==> src/rtl/sdiv_sched_pkg.sv <==
// sdiv_sched_pkg: state encoding and constants for the shared-divider scheduler.
// Divide-by-zero saturation constants are used when SDIV_SCHED_DIV0_CHK_EN is set.
package sdiv_sched_pkg;

  typedef enum logic [1:0] {
    IDLE   = 2'd0,
    LAUNCH = 2'd1,
    WAIT   = 2'd2,
    RESP   = 2'd3
  } sched_state_t;

  localparam int DEF_WIDTH = 16;

  localparam logic [DEF_WIDTH-1:0] QSAT_POS =
    {1'b0, {(DEF_WIDTH-1){1'b1}}};
  localparam logic [DEF_WIDTH-1:0] QSAT_NEG =
    {1'b1, {(DEF_WIDTH-1){1'b0}}};

endpackage

==> src/rtl/rr_arbiter.sv <==
// rr_arbiter: combinational round-robin pick.
// Search starts one past last_idx and wraps; first set req bit wins.
module rr_arbiter #(
  parameter int NUM_REQ = 4,
  parameter int IW      = $clog2(NUM_REQ)
) (
  input  logic [NUM_REQ-1:0] req,
  input  logic [IW-1:0]      last_idx,
  output logic               gnt_valid,
  output logic [IW-1:0]      gnt_idx
);

  localparam logic [IW:0] NR = (IW+1)'(NUM_REQ);

  logic [IW:0] cand;

  // Walk from lowest to highest priority so the best match is written last.
  always_comb begin
    gnt_valid = 1'b0;
    gnt_idx   = '0;
    cand      = '0;
    for (int k = NUM_REQ; k >= 1; k--) begin
      cand = {1'b0, last_idx} + (IW+1)'(k);
      if (cand >= NR) begin
        cand = cand - NR;
      end
      if (req[cand[IW-1:0]]) begin
        gnt_valid = 1'b1;
        gnt_idx   = cand[IW-1:0];
      end
    end
  end

endmodule

==> src/rtl/sdiv_sched.sv <==
// sdiv_sched: round-robin scheduler sharing one SDiv among NUM_REQ requesters.
// Define SDIV_SCHED_DIV0_CHK_EN to trap zero divisors without starting SDiv.
module sdiv_sched
  import sdiv_sched_pkg::*;
#(
  parameter int NUM_REQ = 4,
  parameter int WIDTH   = DEF_WIDTH
) (
  input  logic                       clk,
  input  logic                       rst_n,
  input  logic [NUM_REQ-1:0]         req,
  input  logic [NUM_REQ*WIDTH-1:0]   dividend_in,
  input  logic [NUM_REQ*WIDTH-1:0]   divisor_in,
  output logic [NUM_REQ-1:0]         done,
  output logic [WIDTH-1:0]           quotient_out,
  output logic                       err,
  output logic                       busy,
  output logic                       div_go,
  output logic [WIDTH-1:0]           div_dividend,
  output logic [WIDTH-1:0]           div_divisor,
  input  logic                       div_rdy,
  input  logic [WIDTH-1:0]           div_quotient
);

  localparam int IW = $clog2(NUM_REQ);

  sched_state_t state;
  sched_state_t state_nxt;

  logic          gnt_valid;
  logic [IW-1:0] gnt_idx;
  logic [IW-1:0] gnt_q;
  logic [IW-1:0] last_idx;
  logic          armed;
  logic          res_take;
  logic          grant;

  logic [WIDTH-1:0] dvd [NUM_REQ];
  logic [WIDTH-1:0] dvs [NUM_REQ];

  for (genvar i = 0; i < NUM_REQ; i++) begin : g_unpack
    assign dvd[i] = dividend_in[i*WIDTH +: WIDTH];
    assign dvs[i] = divisor_in[i*WIDTH +: WIDTH];
  end

  rr_arbiter #(
    .NUM_REQ (NUM_REQ),
    .IW      (IW)
  ) u_arb (
    .req       (req),
    .last_idx  (last_idx),
    .gnt_valid (gnt_valid),
    .gnt_idx   (gnt_idx)
  );

  assign grant = (state == IDLE) && gnt_valid;

  // armed is low in the first WAIT cycle, masking a stale rdy.
  assign res_take = (state == WAIT) && armed && div_rdy;

`ifdef SDIV_SCHED_DIV0_CHK_EN
  localparam logic [WIDTH-1:0] SAT_POS =
    (WIDTH == DEF_WIDTH) ? QSAT_POS
                         : {1'b0, {(WIDTH-1){1'b1}}};
  localparam logic [WIDTH-1:0] SAT_NEG =
    (WIDTH == DEF_WIDTH) ? QSAT_NEG
                         : {1'b1, {(WIDTH-1){1'b0}}};

  logic div0;
  assign div0 = (dvs[gnt_idx] == '0);
`endif

  always_ff @(posedge clk or negedge rst_n) begin
    if (!rst_n) begin
      state <= IDLE;
    end else begin
      state <= state_nxt;
    end
  end

  always_comb begin
    state_nxt = state;
    unique case (state)
      IDLE: begin
        if (gnt_valid) begin
`ifdef SDIV_SCHED_DIV0_CHK_EN
          state_nxt = div0 ? RESP : LAUNCH;
`else
          state_nxt = LAUNCH;
`endif
        end
      end
      LAUNCH: state_nxt = WAIT;
      WAIT: begin
        if (armed && div_rdy) begin
          state_nxt = RESP;
        end
      end
      RESP: state_nxt = IDLE;
    endcase
  end

  always_comb begin
    div_go = 1'b0;
    busy   = 1'b1;
    done   = '0;
    unique case (1'b1)
      (state == IDLE):   busy = 1'b0;
      (state == LAUNCH): div_go = 1'b1;
      (state == WAIT):   ;
      (state == RESP):   done[gnt_q] = 1'b1;
    endcase
  end

  always_ff @(posedge clk or negedge rst_n) begin
    if (!rst_n) begin
      armed        <= 1'b0;
      gnt_q        <= '0;
      last_idx     <= IW'(NUM_REQ-1);
      div_dividend <= '0;
      div_divisor  <= '0;
      quotient_out <= '0;
    end else begin
      armed <= (state == WAIT);
      if (grant) begin
        gnt_q        <= gnt_idx;
        last_idx     <= gnt_idx;
        div_dividend <= dvd[gnt_idx];
        div_divisor  <= dvs[gnt_idx];
`ifdef SDIV_SCHED_DIV0_CHK_EN
        if (div0) begin
          quotient_out <= dvd[gnt_idx][WIDTH-1]
                          ? SAT_NEG : SAT_POS;
        end
`endif
      end
      if (res_take) begin
        quotient_out <= div_quotient;
      end
    end
  end

`ifdef SDIV_SCHED_DIV0_CHK_EN
  always_ff @(posedge clk or negedge rst_n) begin
    if (!rst_n) begin
      err <= 1'b0;
    end else if (grant) begin
      err <= div0;
    end else if (res_take) begin
      err <= 1'b0;
    end
  end
`else
  assign err = 1'b0;
`endif

endmodule

==> config.mk <==
export PLATFORM = sky130hd
export DESIGN_NAME = sdiv_sched
export DESIGN_NICKNAME = d
export VERILOG_FILES = /design/src/rtl/sdiv_sched_pkg.sv /design/src/rtl/rr_arbiter.sv /design/src/rtl/sdiv_sched.sv
export SDC_FILE = /design/constraint.sdc
export NUM_CORES = 1
export LEC_CHECK = 0
export CORE_MARGIN = 3
export CORE_UTILIZATION = 40
export DETAILED_ROUTE_END_ITERATION = 16
export PLACE_DENSITY = 0.9
export SLEW_MARGIN = 20
export SYNTH_ARGS = -nofsm -noshare
export SYNTH_HDL_FRONTEND = slang
export SYNTH_HIERARCHICAL = 1
export SYNTH_SLANG_ARGS = --single-unit
export TNS_END_PERCENT = 5
==> constraint.sdc <==
create_clock -name clk -period 3.6 [get_ports clk]
set_clock_uncertainty 0.1 [all_clocks]
set_input_delay 0.54 -clock clk [delete_from_list [all_inputs] [get_ports clk]]
set_output_delay 0.54 -clock clk [all_outputs]
set_load 0.01 [all_outputs]
==> results of run 1 <==
cell usage in the layout (no fill, tap or decap), drive strengths merged, types with 2 or more instances in the layout:
cell,Yosys,routed
mux2,17,17
a21oi,4,4
nor2,3,3
mux2i,65,65
clkbuf,3,7
inv,4,4
nand3,3,3
dfrtp,53,53
dfstp,2,2
nand2,44,44
clkdlybuf4s50,0,203
buf,16,6
ha,5,5
o221ai,33,33
nand2b,3,3
kinds of logic after synthesis:
family,count (synthesis),synth area share
other,1,0.00117
AOI/OAI and AO/OA,39,0.163
DFF,55,0.431
muxes,82,0.263
adders and majority gates,5,0.0195
buffers and inverters,23,0.0407
and+or+nand+nor,59,0.0813
flip-flops by register name (all words and copies together) (netlist names):
register      flops
div_dividend     16
div_divisor      16
quotient_out     16
gnt_q             2
last_idx          2
state             2
armed             1
metal layers:
layer | vias up | track usage | part of all wire
met5 | - | 0 | 0
met4 | 0 | 0.0498 | 0.0094
met3 | 12 | 0.0900 | 0.11
met2 | 149 | 0.396 | 0.51
met1 | 1384 | 0.240 | 0.36
li1 | 1371 | - | -
power groups by stage:
stage | logic [mW] | clock network, mW | registers [mW]
final | 2.21 | 0.330 | 1.14
after global routing | 2.38 | 0.370 | 1.18
after floorplan | 1.14 | 0 | 1.24
after detailed placement | 2.24 | 0 | 1.14
after CTS | 2.24 | 0.345 | 1.14
after global placement | 2.16 | 0 | 1.13
cell type report:
cell class | count | area, um2 | share of cell area
Timing Repair Buffer | 209 | 2070 | 0.385
Multi-Input combinational cell | 186 | 1710 | 0.317
Sequential cell | 55 | 1380 | 0.256
Tap cell | 99 | 124 | 0.0230
Clock buffer | 7 | 76.3 | 0.0142
Inverter | 4 | 15.0 | 0.00279
Clock inverter | 1 | 5.00 | 0.000930
how the worst max path moves through the flow:
stage               slack [ps]   start                           to
floorplan                 1740  req[0]  div_dividend[6]$_DFFE_PN0P_
global placement           910  req[3]  div_dividend[5]$_DFFE_PN0P_
detailed placement         850  req[3]  div_dividend[4]$_DFFE_PN0P_
CTS                       1170  req[3]   div_divisor[6]$_DFFE_PN0P_
global route              1040  req[3]   div_divisor[6]$_DFFE_PN0P_
finish                    1120  req[3]  div_dividend[5]$_DFFE_PN0P_
==> metrics.md, run 1 <==
| Metric | Value |
|---|---|
| Status | `completed` |
| Final antenna diode count | `0` |
| Share of Yosys cell area claimed by the top area cell type | `0.414` |
| Power share of the sequential group | `0.310` |
| Ratio of final minimum period to clock period | `0.689` |
| RSZ-0062 raised after global routing | `no` |
| Cell count along the critical path | `6` |
| Count of hold buffers inserted by post-cts repair | `0` |
| Predominant post-synthesis flop cell | `sky130_fd_sc_hd__dfrtp_1` |
| Initial standard-cell utilization of the core | `0.428` |
| Critical Path Max Stage Delay | `740 ps` |
| Placed wire-length estimate after detailed placement | `8090 um` |
| Share of layout cells above drive strength 1 | `0.115` |
| Register-to-register setup slack | `1350 ps` |
| Unique masters post-synth | `30` |
| Critical path fanouts, max | `32` |
| Relative max-transition margin | `0.365` |
| CTS tree | `yes` |
| Die outline area | `9110 um2` |
| Cells traversed along the worst timing path | `clkdlybuf4s50_1 > nor2_1 > nand2_1 > nand2_2 > or2_2 > o221ai_1` |
| Worst Path Class, Setup | `in2reg` |
| Arrival @ worst endpoint | `2520 ps` |
| Net switching power | `1.41 mW` |
| Share of total power in the clock network | `0.090` |
| Final Worst Setup Slack | `1120 ps` |
| Crit-path slowest cell | `sky130_fd_sc_hd__or2_2` |
| Crit path max-delay family | `simple AND/OR/NAND/NOR gates` |
| Iteration-0 DRC Markers | `78` |
| First-pass GRT wire length | `15400 um` |
| Net count of the mapped netlist | `420` |
| IO Pins | `206` |
| Via count | `2916` |
| Synth Warn # | `6` |
| Relative area change from synthesis to final layout | `68.1%` |
| Cell Pwr Density | `683 nW/um2` |
| Routability Congestion | `0.711` |
| Endpoint class of the critical path | `flop` |
| Relative contribution of combinational cells to total power | `0.601` |
| Final cell count without fillers | `561` |
| # rows | `31` |
| Sequential element share of the synthesized area | `0.431` |
| GR Overflow Total | `0` |
| Syn Area/Cell | `12.1 um2` |
| Number of pins with negative max-slew slack in the final report | `0` |
| Placeable core region | `7490 um2` |
| FF-to-FF path depth | `5` |
| Routed Wire Length | `10200 um` |
| Layout Nets | `617` |
| Number of iterations in the first detailed-routing pass | `4` |
| H-tree depth | `2` |
| Count of input and output buffers | `204` |
| Async set-reset flop share out of synthesis | `1.00` |
| Area of all placed cells without fillers | `5380 um2` |
| Sink count of the clock tree | `55` |
| Chip width | `95.5 um` |
| CTS clock-pin slew for the worst setup and hold paths | `90 ps` |
| Shortest period the worst path allows | `2480 ps` |
| Largest voltage drop on the vdd net | `0.424 mV` |
| HP Class | `in2async` |
| Drt drc | `0` |
| Number of buffers inserted to repair setup after CTS | `0` |
| Via count of the first global-routing pass | `3089` |
| Clock root cell | `sky130_fd_sc_hd__clkbuf_8` |
| F_max | `403 MHz` |
| Routed wirelength normalized by instance count | `18.1 um` |
| Final-report hold violation count | `0` |
| Count of max-cap constraint violations | `0` |
| CTS Buf Count | `5` |
| Die height | `95.5 um` |
| Final setup violation count | `0` |
| Standard cell area after detailed placement | `5300 um2` |
| Worst slack on hold paths | `219 ps` |
| Post-route ant nets | `0` |
| Total of flip-flops plus latches after synthesis | `55` |
| Most area-consuming cells after synthesis | `sky130_fd_sc_hd__dfrtp_1, sky130_fd_sc_hd__mux2i_1, sky130_fd_sc_hd__o221ai_2, sky130_fd_sc_hd__mux2_1, sky130_fd_sc_hd__nand2_1` |
| Number of enable-type register cells in the synthesized netlist | `0` |
| Leading cell type by number of instances after synthesis | `sky130_fd_sc_hd__mux2i_1` |
| Slew at the pin closest to its max-slew limit | `953 ps` |
| List of most frequent post-synthesis cells | `sky130_fd_sc_hd__mux2i_1, sky130_fd_sc_hd__dfrtp_1, sky130_fd_sc_hd__nand2_1` |
| Pwr Total | `3.67 mW` |
| Insertion delay to the later sink of the worst-skew pair | `300 ps` |
| Largest buffer count on any clock path | `2` |
| Buffer and inverter count on the worst path | `1` |
| Worst R2R End | `div_dividend[5]$_DFFE_PN0P_` |
| Biggest area consumer among synthesized cells | `sky130_fd_sc_hd__dfrtp_1` |
| # resized after CTS | `0` |
| Number of filler instances in the final layout | `548` |
| Maximum number of pins on one net before global-route repair | `41` |
| Internal cell power | `2.27 mW` |
| RR Startpoint | `last_idx[1]$_DFFE_PN1P_` |
| Required @ worst endpoint | `3640 ps` |
| CP Launch Type | `primary input` |
| Syn Inst Count | `264` |
| Overall Global Routing Usage | `0.219` |
| Cell count after placement | `553` |
| Post-synthesis instance area | `3200 um2` |
| Setup TNS | `0 ps` |
| Leakage power | `2.28 nW` |
| Avg Vias per Cell | `5.20` |
| Number of antenna violations at the first check in global routing | `0` |
| Final core utilization | `0.719` |
| Sw Ratio | `0.383` |
| Worst slack after detailed placement | `849 ps` |
(Power assumes the default switching activity.)
==> run 2, diff against run 1 <==
--- a/config.mk
+++ b/config.mk
@@ -6,9 +6,9 @@
 export NUM_CORES = 1
 export LEC_CHECK = 0
 export CORE_MARGIN = 3
-export CORE_UTILIZATION = 40
+export CORE_UTILIZATION = 37
 export DETAILED_ROUTE_END_ITERATION = 16
-export PLACE_DENSITY = 0.9
+export PLACE_DENSITY = 0.85
 export SLEW_MARGIN = 20
 export SYNTH_ARGS = -nofsm -noshare
 export SYNTH_HDL_FRONTEND = slang
==> constraint.sdc (replaced) <==
create_clock -name clk -period 2.5 [get_ports clk]
set_clock_uncertainty 0.1 [all_clocks]
set_input_delay 0.375 -clock clk [delete_from_list [all_inputs] [get_ports clk]]
set_output_delay 0.375 -clock clk [all_outputs]
set_load 0.01 [all_outputs]
==> metrics.md, run 2 (synthesis gave the netlist of run 1 again) <==
| Metric | Value |
|---|---|
| Cell Pwr Density | `996 nW/um2 (+46%)` |
| Shortest period the worst path allows | `2200 ps` |
| Die height | `99.0 um (+3.7%)` |
| RR Startpoint | `last_idx[1]$_DFFE_PN1P_` |
| Leakage power | `2.33 nW (+2.3%)` |
| Relative area change from synthesis to final layout | `71.9%` |
| Required @ worst endpoint | `2030 ps (-1610 ps)` |
| H-tree depth | `2 (unchanged)` |
| Leading cell type in the layout, fill and taps excluded | `sky130_fd_sc_hd__clkdlybuf4s50_1` |
| Violations in the final reports | `negative hold slack` |
| Count of max-cap constraint violations | `0 (unchanged)` |
| Commonest non-fill, non-tap cells in the layout | `sky130_fd_sc_hd__clkdlybuf4s50_1, sky130_fd_sc_hd__mux2i_1, sky130_fd_sc_hd__dfrtp_1` |
| # rows | `33 (+6.5%)` |
| Status | `complete, but fails checks` |
| Crit-path slowest cell | `sky130_fd_sc_hd__clkdlybuf4s50_1` |
| CTS clock-pin slew for the worst setup and hold paths | `90 ps (about the same)` |
| Worst R2R End | `div_dividend[4]$_DFFE_PN0P_` |
| Crit path max-delay family | `buffers and inverters` |
| Largest registers ranked by flip-flop count | `div_dividend: 16 flops, div_divisor: 16 flops, quotient_out: 16 flops` |
| First-pass GRT wire length | `16000 um (+3.8%)` |
| Endpoint class of the critical path | `output port` |
| Routed Wire Length | `10200 um (+0.30%)` |
| Chip width | `99.0 um (+3.7%)` |
| Slew at the pin closest to its max-slew limit | `685 ps (-268 ps)` |
| FF-to-FF path depth | `5 (unchanged)` |
| Register-to-register setup slack | `540 ps (-810 ps)` |
| RSZ-0062 raised after global routing | `no` |
| Most Frequent Cell on Critical Path | `sky130_fd_sc_hd__inv_1` |
| Number of antenna violations at the first check in global routing | `0 (unchanged)` |
| Relative max-transition margin | `0.543 (+0.179)` |
| Arrival @ worst endpoint | `1720 ps (-800 ps)` |
| # resized after CTS | `0 (unchanged)` |
| Ratio of final minimum period to clock period | `0.878` |
| CP Launch Type | `flop` |
| Final-report hold violation count | `3 (+3)` |
| Clock root cell | `sky130_fd_sc_hd__clkbuf_8` |
| Final cell count without fillers | `570 (+1.6%)` |
| Number of iterations in the first detailed-routing pass | `4 (unchanged)` |
| Iteration-0 DRC Markers | `38 (-51%)` |
| Worst slack on hold paths | `-4.16 ps (-223 ps)` |
| Critical Path Max Stage Delay | `530 ps (-210 ps)` |
| Cells traversed along the worst timing path | `inv_1 > ha_1 > inv_1 > clkdlybuf4s50_1` |
| Setup TNS | `0 ps (unchanged)` |
| CTS Buf Count | `5 (unchanged)` |
| Placed wire-length estimate after detailed placement | `8300 um (+2.7%)` |
| F_max | `456 MHz` |
| Share of layout cells above drive strength 1 | `0.123 (+0.00786)` |
| Post-route ant nets | `0 (unchanged)` |
| Placeable core region | `8300 um2 (+11%)` |
| Via count of the first global-routing pass | `3230 (+4.6%)` |
| Die outline area | `9800 um2 (+7.6%)` |
| Initial standard-cell utilization of the core | `0.386 (-0.0419)` |
| Number of filler instances in the final layout | `656 (+20%)` |
| Largest buffer count on any clock path | `2 (unchanged)` |
| Number of buffers inserted to repair setup after CTS | `0 (unchanged)` |
| Routability Congestion | `0.825 (+16%)` |
| Largest voltage drop on the vdd net | `0.518 mV (+22%)` |
| IO Pins | `206 (unchanged)` |
| Avg Vias per Cell | `5.10 (-1.8%)` |
| Layout Nets | `621 (+0.65%)` |
| HP Class | `in2async` |
| Final antenna diode count | `0 (unchanged)` |
| Insertion delay to the later sink of the worst-skew pair | `300 ps (about the same)` |
| Final setup violation count | `0 (unchanged)` |
| Drt drc | `0 (unchanged)` |
| CTS tree | `yes` |
| Via count | `2909 (-0.24%)` |
| GR Overflow Total | `0 (unchanged)` |
| Worst Path Class, Setup | `reg2out` |
| Routed wirelength normalized by instance count | `17.9 um (-1.3%)` |
| Number of pins with negative max-slew slack in the final report | `0 (unchanged)` |
| Maximum number of pins on one net before global-route repair | `33 (-20%)` |
| Cell count after placement | `563 (+1.8%)` |
| Sink count of the clock tree | `55 (unchanged)` |
| Count of input and output buffers | `204 (unchanged)` |
| Count of hold buffers inserted by post-cts repair | `0 (unchanged)` |
| Buffer and inverter count on the worst path | `3 (+2)` |
| Overall Global Routing Usage | `0.202 (-0.0175)` |
| Critical path fanouts, max | `5 (-84%)` |
[run 2: cell count changes in the layout (fill, tap and decap cells not counted)]
cell,before,now
sky130_fd_sc_hd__buf_12,0,5
sky130_fd_sc_hd__buf_4,5,4
sky130_fd_sc_hd__bufinv_16,0,1
sky130_fd_sc_hd__clkbuf_1,2,1
sky130_fd_sc_hd__clkinv_2,1,0
[run 2: worst max-delay path by stage]
stage	start	endpoint	slack [ps]	cells after the start
after floorplan	last_idx[1]$_DFFE_PN1P_	div_dividend[6]$_DFFE_PN0P_	690	6
after global placement	req[2]	div_dividend[4]$_DFFE_PN0P_	310	7
after detailed placement	req[2]	div_dividend[4]$_DFFE_PN0P_	210	7
after CTS	state[0]$_DFFE_PN0P_	busy	280	4
after global routing	state[0]$_DFFE_PN0P_	busy	200	4
final	state[0]$_DFFE_PN0P_	busy	300	4
[run 2: worst reg2reg max path, stage by stage, from the launching register on]
cell and delay, ps:
sky130_fd_sc_hd__dfstp_2 600, sky130_fd_sc_hd__mux2i_1 300, sky130_fd_sc_hd__o221ai_2 160, sky130_fd_sc_hd__or2_2 340
sky130_fd_sc_hd__buf_12 200, sky130_fd_sc_hd__o221ai_1 190
[run 2: stage by stage]
| step | util | power (mW) | setup WS, ps | area, um2 |
|---|---|---|---|---|
| floorplan | - | 3.42 | 691 | 3200 |
| global placement | 0.651 | 4.86 | 309 | 5400 |
| detailed placement | 0.651 | 4.98 | 215 | 5400 |
| CTS | 0.663 | 5.57 | 281 | 5500 |
| global route | 0.663 | 5.86 | 200 | 5500 |
| finish | 0.663 | 5.48 | 305 | 5500 |
[run 2: layout make-up]
class / count / area (um2) / share of cell area
Timing Repair Buffer: 213 / 2170 / 0.394
Clock buffer: 6 / 72.6 / 0.0132
Tap cell: 105 / 131 / 0.0239
Sequential cell: 55 / 1380 / 0.251
Inverter: 4 / 15.0 / 0.00273
Clock inverter: 1 / 30.0 / 0.00546
Multi-Input combinational cell: 186 / 1710 / 0.310
[run 2: where the power goes]
part | total, mW | switching [mW] | internal (mW)
sequential | 1.62 | 0.267 | 1.35
combinational | 3.29 | 1.48 | 1.81
clock | 0.573 | 0.279 | 0.294
total | 5.48 | 2.03 | 3.45
[run 2: layer usage]
layer  global-route usage  vias to the layer above  share of wire
li1                     -                     1378              -
met3               0.0715                       11           0.11
met2                0.373                      131           0.52
met1                0.216                     1389           0.35
met5                    0                        -              0
met4               0.0546                        0          0.015
==> run 3, diff against run 2 <==
--- a/config.mk
+++ b/config.mk
@@ -5,10 +5,11 @@
 export SDC_FILE = /design/constraint.sdc
 export NUM_CORES = 1
 export LEC_CHECK = 0
+export ABC_AREA = 1
 export CORE_MARGIN = 3
-export CORE_UTILIZATION = 37
+export CORE_UTILIZATION = 40
 export DETAILED_ROUTE_END_ITERATION = 16
-export PLACE_DENSITY = 0.85
+export PLACE_DENSITY = 0.84
 export SLEW_MARGIN = 20
 export SYNTH_ARGS = -nofsm -noshare
 export SYNTH_HDL_FRONTEND = slang
==> constraint.sdc (replaced) <==
create_clock -name clk -period 2.1 [get_ports clk]
set_clock_uncertainty 0.1 [all_clocks]
set_input_delay 0.315 -clock clk [delete_from_list [all_inputs] [get_ports clk]]
set_output_delay 0.315 -clock clk [all_outputs]
set_load 0.01 [all_outputs]
==> metrics.md, run 3 <==
| Metric | Value |
|---|---|
| Status | `completed` |
| Most Crowded Layer GR | `met2` |
| Overall Global Routing Usage | `0.211 (+0.00869)` |
| GR Overflow Total | `0 (unchanged)` |
| Number of antenna violations at the first check in global routing | `0 (unchanged)` |
| Area of all placed cells without fillers | `6530 um2 (+19%)` |
| Drt drc | `0 (unchanged)` |
| H-tree depth | `2 (unchanged)` |
| Die height | `105 um (+6.5%)` |
| Worst slack after detailed placement | `-138 ps (-353 ps)` |
| Largest buffer count on any clock path | `2 (unchanged)` |
| Insertion delay to the later sink of the worst-skew pair | `300 ps (about the same)` |
| CTS clock-pin slew for the worst setup and hold paths | `110 ps (+20 ps)` |
| Final Worst Setup Slack | `7.29 ps (-298 ps)` |
| Worst Path Class, Setup | `reg2reg` |
| Count of max-cap constraint violations | `0 (unchanged)` |
| Iteration-0 DRC Markers | `208 (+450%)` |
| Via count | `4482 (+54%)` |
| Count of input and output buffers | `204 (unchanged)` |
| Synth Warn # | `6 (unchanged)` |
| Number of pins with negative max-slew slack in the final report | `0 (unchanged)` |
| Multi-input logic area | `1880 um2 (+10%)` |
| Final setup violation count | `0 (unchanged)` |
| Most area-consuming cells after synthesis | `sky130_fd_sc_hd__dfrtp_1, sky130_fd_sc_hd__nand2_1, sky130_fd_sc_hd__inv_1, sky130_fd_sc_hd__nand3_1, sky130_fd_sc_hd__o21ai_0` |
| List of most frequent post-synthesis cells | `sky130_fd_sc_hd__nand2_1, sky130_fd_sc_hd__inv_1, sky130_fd_sc_hd__nand3_1` |
| Final antenna diode count | `0 (unchanged)` |
| Layout Nets | `1033 (+66%)` |
| Routability Congestion | `0.859 (+4.2%)` |
| Shortest period the worst path allows | `2090 ps` |
| Number of filler instances in the final layout | `790 (+20%)` |
| Largest voltage drop on the vdd net | `1.09 mV (+110%)` |
| M2 GR Usage | `0.370 (-0.00323)` |
| Via count of the first global-routing pass | `4224 (+31%)` |
| Syn Area/Cell | `5.90 um2 (-51%)` |
| Met3 track utilization from global routing | `0.0441 (-0.0274)` |
| Crit path max-delay family | `simple AND/OR/NAND/NOR gates` |
| Unique masters post-synth | `24 (-20%)` |
| HP Class | `in2async` |
| Standard cell area after detailed placement | `6210 um2 (+15%)` |
| Leading cell type in the layout, fill and taps excluded | `sky130_fd_sc_hd__nand2_1` |
| Required @ worst endpoint | `2240 ps (+210 ps)` |
| Relative contribution of combinational cells to total power | `0.754 (+0.154)` |
| Critical Path Max Stage Delay | `550 ps (+20 ps)` |
| Initial standard-cell utilization of the core | `0.420 (+0.0347)` |
| Most Frequent Cell on Critical Path | `sky130_fd_sc_hd__nand2_1` |
| Power share of the sequential group | `0.187 (-0.108)` |
| Internal cell power | `5.38 mW (+56%)` |
| Placed wire-length estimate after detailed placement | `9350 um (+13%)` |
| Routed Wire Length | `12400 um (+21%)` |
| First-pass GRT wire length | `19500 um (+22%)` |
| Biggest area consumer among synthesized cells | `sky130_fd_sc_hd__dfrtp_1` |
| Sequential element share of the synthesized area | `0.348 (-0.0824)` |
| Register cell area after layout | `1380 um2 (unchanged)` |
| # rows | `35 (+6.1%)` |
| Leading cell type by number of instances after synthesis | `sky130_fd_sc_hd__nand2_1` |
| Share of Yosys cell area claimed by the top area cell type | `0.335 (-0.0793)` |
| Arrival @ worst endpoint | `2230 ps (+510 ps)` |
| F_max | `478 MHz` |
| Leakage power | `3.70 nW (+59%)` |
| Sw Ratio | `0.473 (+0.103)` |
| Post-synthesis instance area | `3960 um2 (+24%)` |
| Die outline area | `11100 um2 (+13%)` |
| Predominant post-synthesis flop cell | `sky130_fd_sc_hd__dfrtp_1` |
| Routed wirelength normalized by instance count | `12.3 um (-31%)` |
| CTS tree | `yes` |
| IO Pins | `206 (unchanged)` |
| Net count of the mapped netlist | `827 (+97%)` |
| Number of iterations in the first detailed-routing pass | `4 (unchanged)` |
| Cell Pwr Density | `1560 nW/um2 (+57%)` |
| Buffer and inverter count on the worst path | `4 (+1)` |
| Clock root cell | `sky130_fd_sc_hd__clkbuf_8` |
| Final core utilization | `0.693 (+0.0304)` |
| Final-report hold violation count | `0 (-3)` |
| Post-route ant nets | `0 (unchanged)` |
| Largest registers ranked by flip-flop count | `div_dividend: 16 flops, div_divisor: 16 flops, quotient_out: 16 flops` |
| Crit-path slowest cell | `sky130_fd_sc_hd__dfstp_2` |
| Endpoint class of the critical path | `flop` |
| Total of flip-flops plus latches after synthesis | `55 (unchanged)` |
| Share of layout cells above drive strength 1 | `0.0831 (-0.0394)` |
| RSZ-0062 raised after global routing | `yes` |
| Number of enable-type register cells in the synthesized netlist | `0 (unchanged)` |
| Ratio of final minimum period to clock period | `0.997` |
| Chip width | `105 um (+6.5%)` |
| Global Route met1 Usage | `0.262 (+0.0452)` |
| Commonest non-fill, non-tap cells in the layout | `sky130_fd_sc_hd__nand2_1, sky130_fd_sc_hd__clkdlybuf4s50_1, sky130_fd_sc_hd__inv_1` |
| Critical path fanouts, max | `7 (+2)` |
| CTS Buf Count | `5 (unchanged)` |
| Cells traversed along the worst timing path | `buf_6 > inv_6 > nand2_4 > and2_4 > nor2_2 > nor2_2 > nand3_2 > nand2_4 > clkinv_8 > clkbuf_16 > nand2_1 > nand3_1 > nand2_1 > nand2_1 > nand2_1` |
| Share of total power in the clock network | `0.058 (-0.046)` |
| CP Launch Type | `flop` |
| Avg Vias per Cell | `4.45 (-13%)` |
| Placeable core region | `9420 um2 (+13%)` |
| Sink count of the clock tree | `55 (unchanged)` |
| Async set-reset flop share out of synthesis | `1.00 (unchanged)` |
| Relative area change from synthesis to final layout | `65.0%` |
| Final cell count without fillers | `1007 (+77%)` |
| Net switching power | `4.83 mW (+140%)` |
| Maximum number of pins on one net before global-route repair | `37 (+12%)` |
| Syn Inst Count | `671 (+150%)` |
| Cell count after placement | `992 (+76%)` |
## run 3: cell count changes after synthesis, sizes merged, moves of 3 or more
cell	change
nand2	+271
inv	+157
nand3	+67
mux2i	-65
o221ai	-33
o21ai	+21
mux2	-17
buf	+9
a21oi	-4
nor3	+4
clkbuf	+3
nand2b	-3
## run 3: through the flow
step / TNS (ps) / total power [mW] / hold WS [ps]
finish: 0 / 10.2 / 384
global route: -3520 / 11.2 / 409
CTS: 0 / 9.69 / 391
detailed placement: -3840 / 8.82 / 198
global placement: -2960 / 8.69 / 197
floorplan: 0 / 6.17 / -80.6
## run 3: cell families after synthesis
| group | share of synthesized area |
|---|---|
| other | 0.000948 |
| flip-flops | 0.348 |
| adder cells (fa/ha/maj) | 0.0158 |
| buffers and inverters | 0.199 |
| AND/OR/NAND/NOR | 0.406 |
| AO/OA/AOI/OAI | 0.0294 |
## run 3: what timing repair did
item	in CTS	in global routing
resized for setup	11	24
buffers inserted	2	0
pin swaps	1	14
hold buffers	1	0
cloned	1	3
endpoints found under the setup margin	35	34
hold endpoints to repair	19	0
## run 3: per-layer routing
layer  part of all wire  vias up
li1                   -     2345
met1               0.42     1972
met2               0.50      151
met3              0.071       14
met4              0.017        0
met5                  0        -
## run 3: final cells by class
class	instances	area share
Sequential cell	55	0.211
Clock inverter	2	0.00268
Tap cell	129	0.0247
Timing Repair Buffer	230	0.367
Multi-Input combinational cell	423	0.288
Inverter	162	0.0958
Clock buffer	6	0.0111
## run 3: power by group through the flow
| stage | Sequential (mW) | Combinational (mW) | Clock, mW |
|---|---|---|---|
| 4_1_cts | 1.91 | 7.18 | 0.605 |
| 3_3_place_gp | 1.94 | 6.75 | 0 |
| 6_report | 1.92 | 7.71 | 0.593 |
| 5_1_grt | 1.98 | 8.56 | 0.653 |
| 2_1_floorplan | 2.10 | 4.07 | 0 |
| 3_5_place_dp | 1.95 | 6.87 | 0 |
## run 3: final timing paths
kind,start,end,slack [ps],depth (start not counted)
max in group asynchronous,rst_n,last_idx[1]$_DFFE_PN1P_,880,3
worst min-delay path,rst_n,quotient_out[13]$_DFFE_PN0P_,380,2
worst max-delay path,last_idx[0]$_DFFE_PN1P_,div_dividend[3]$_DFFE_PN0P_,7,15
min in group clk,div_dividend[12]$_DFFE_PN0P_,div_dividend[12]$_DFFE_PN0P_,380,2
worst min register to register,div_dividend[12]$_DFFE_PN0P_,div_dividend[12]$_DFFE_PN0P_,380,2
worst max register to register,last_idx[0]$_DFFE_PN1P_,div_dividend[3]$_DFFE_PN0P_,7,15
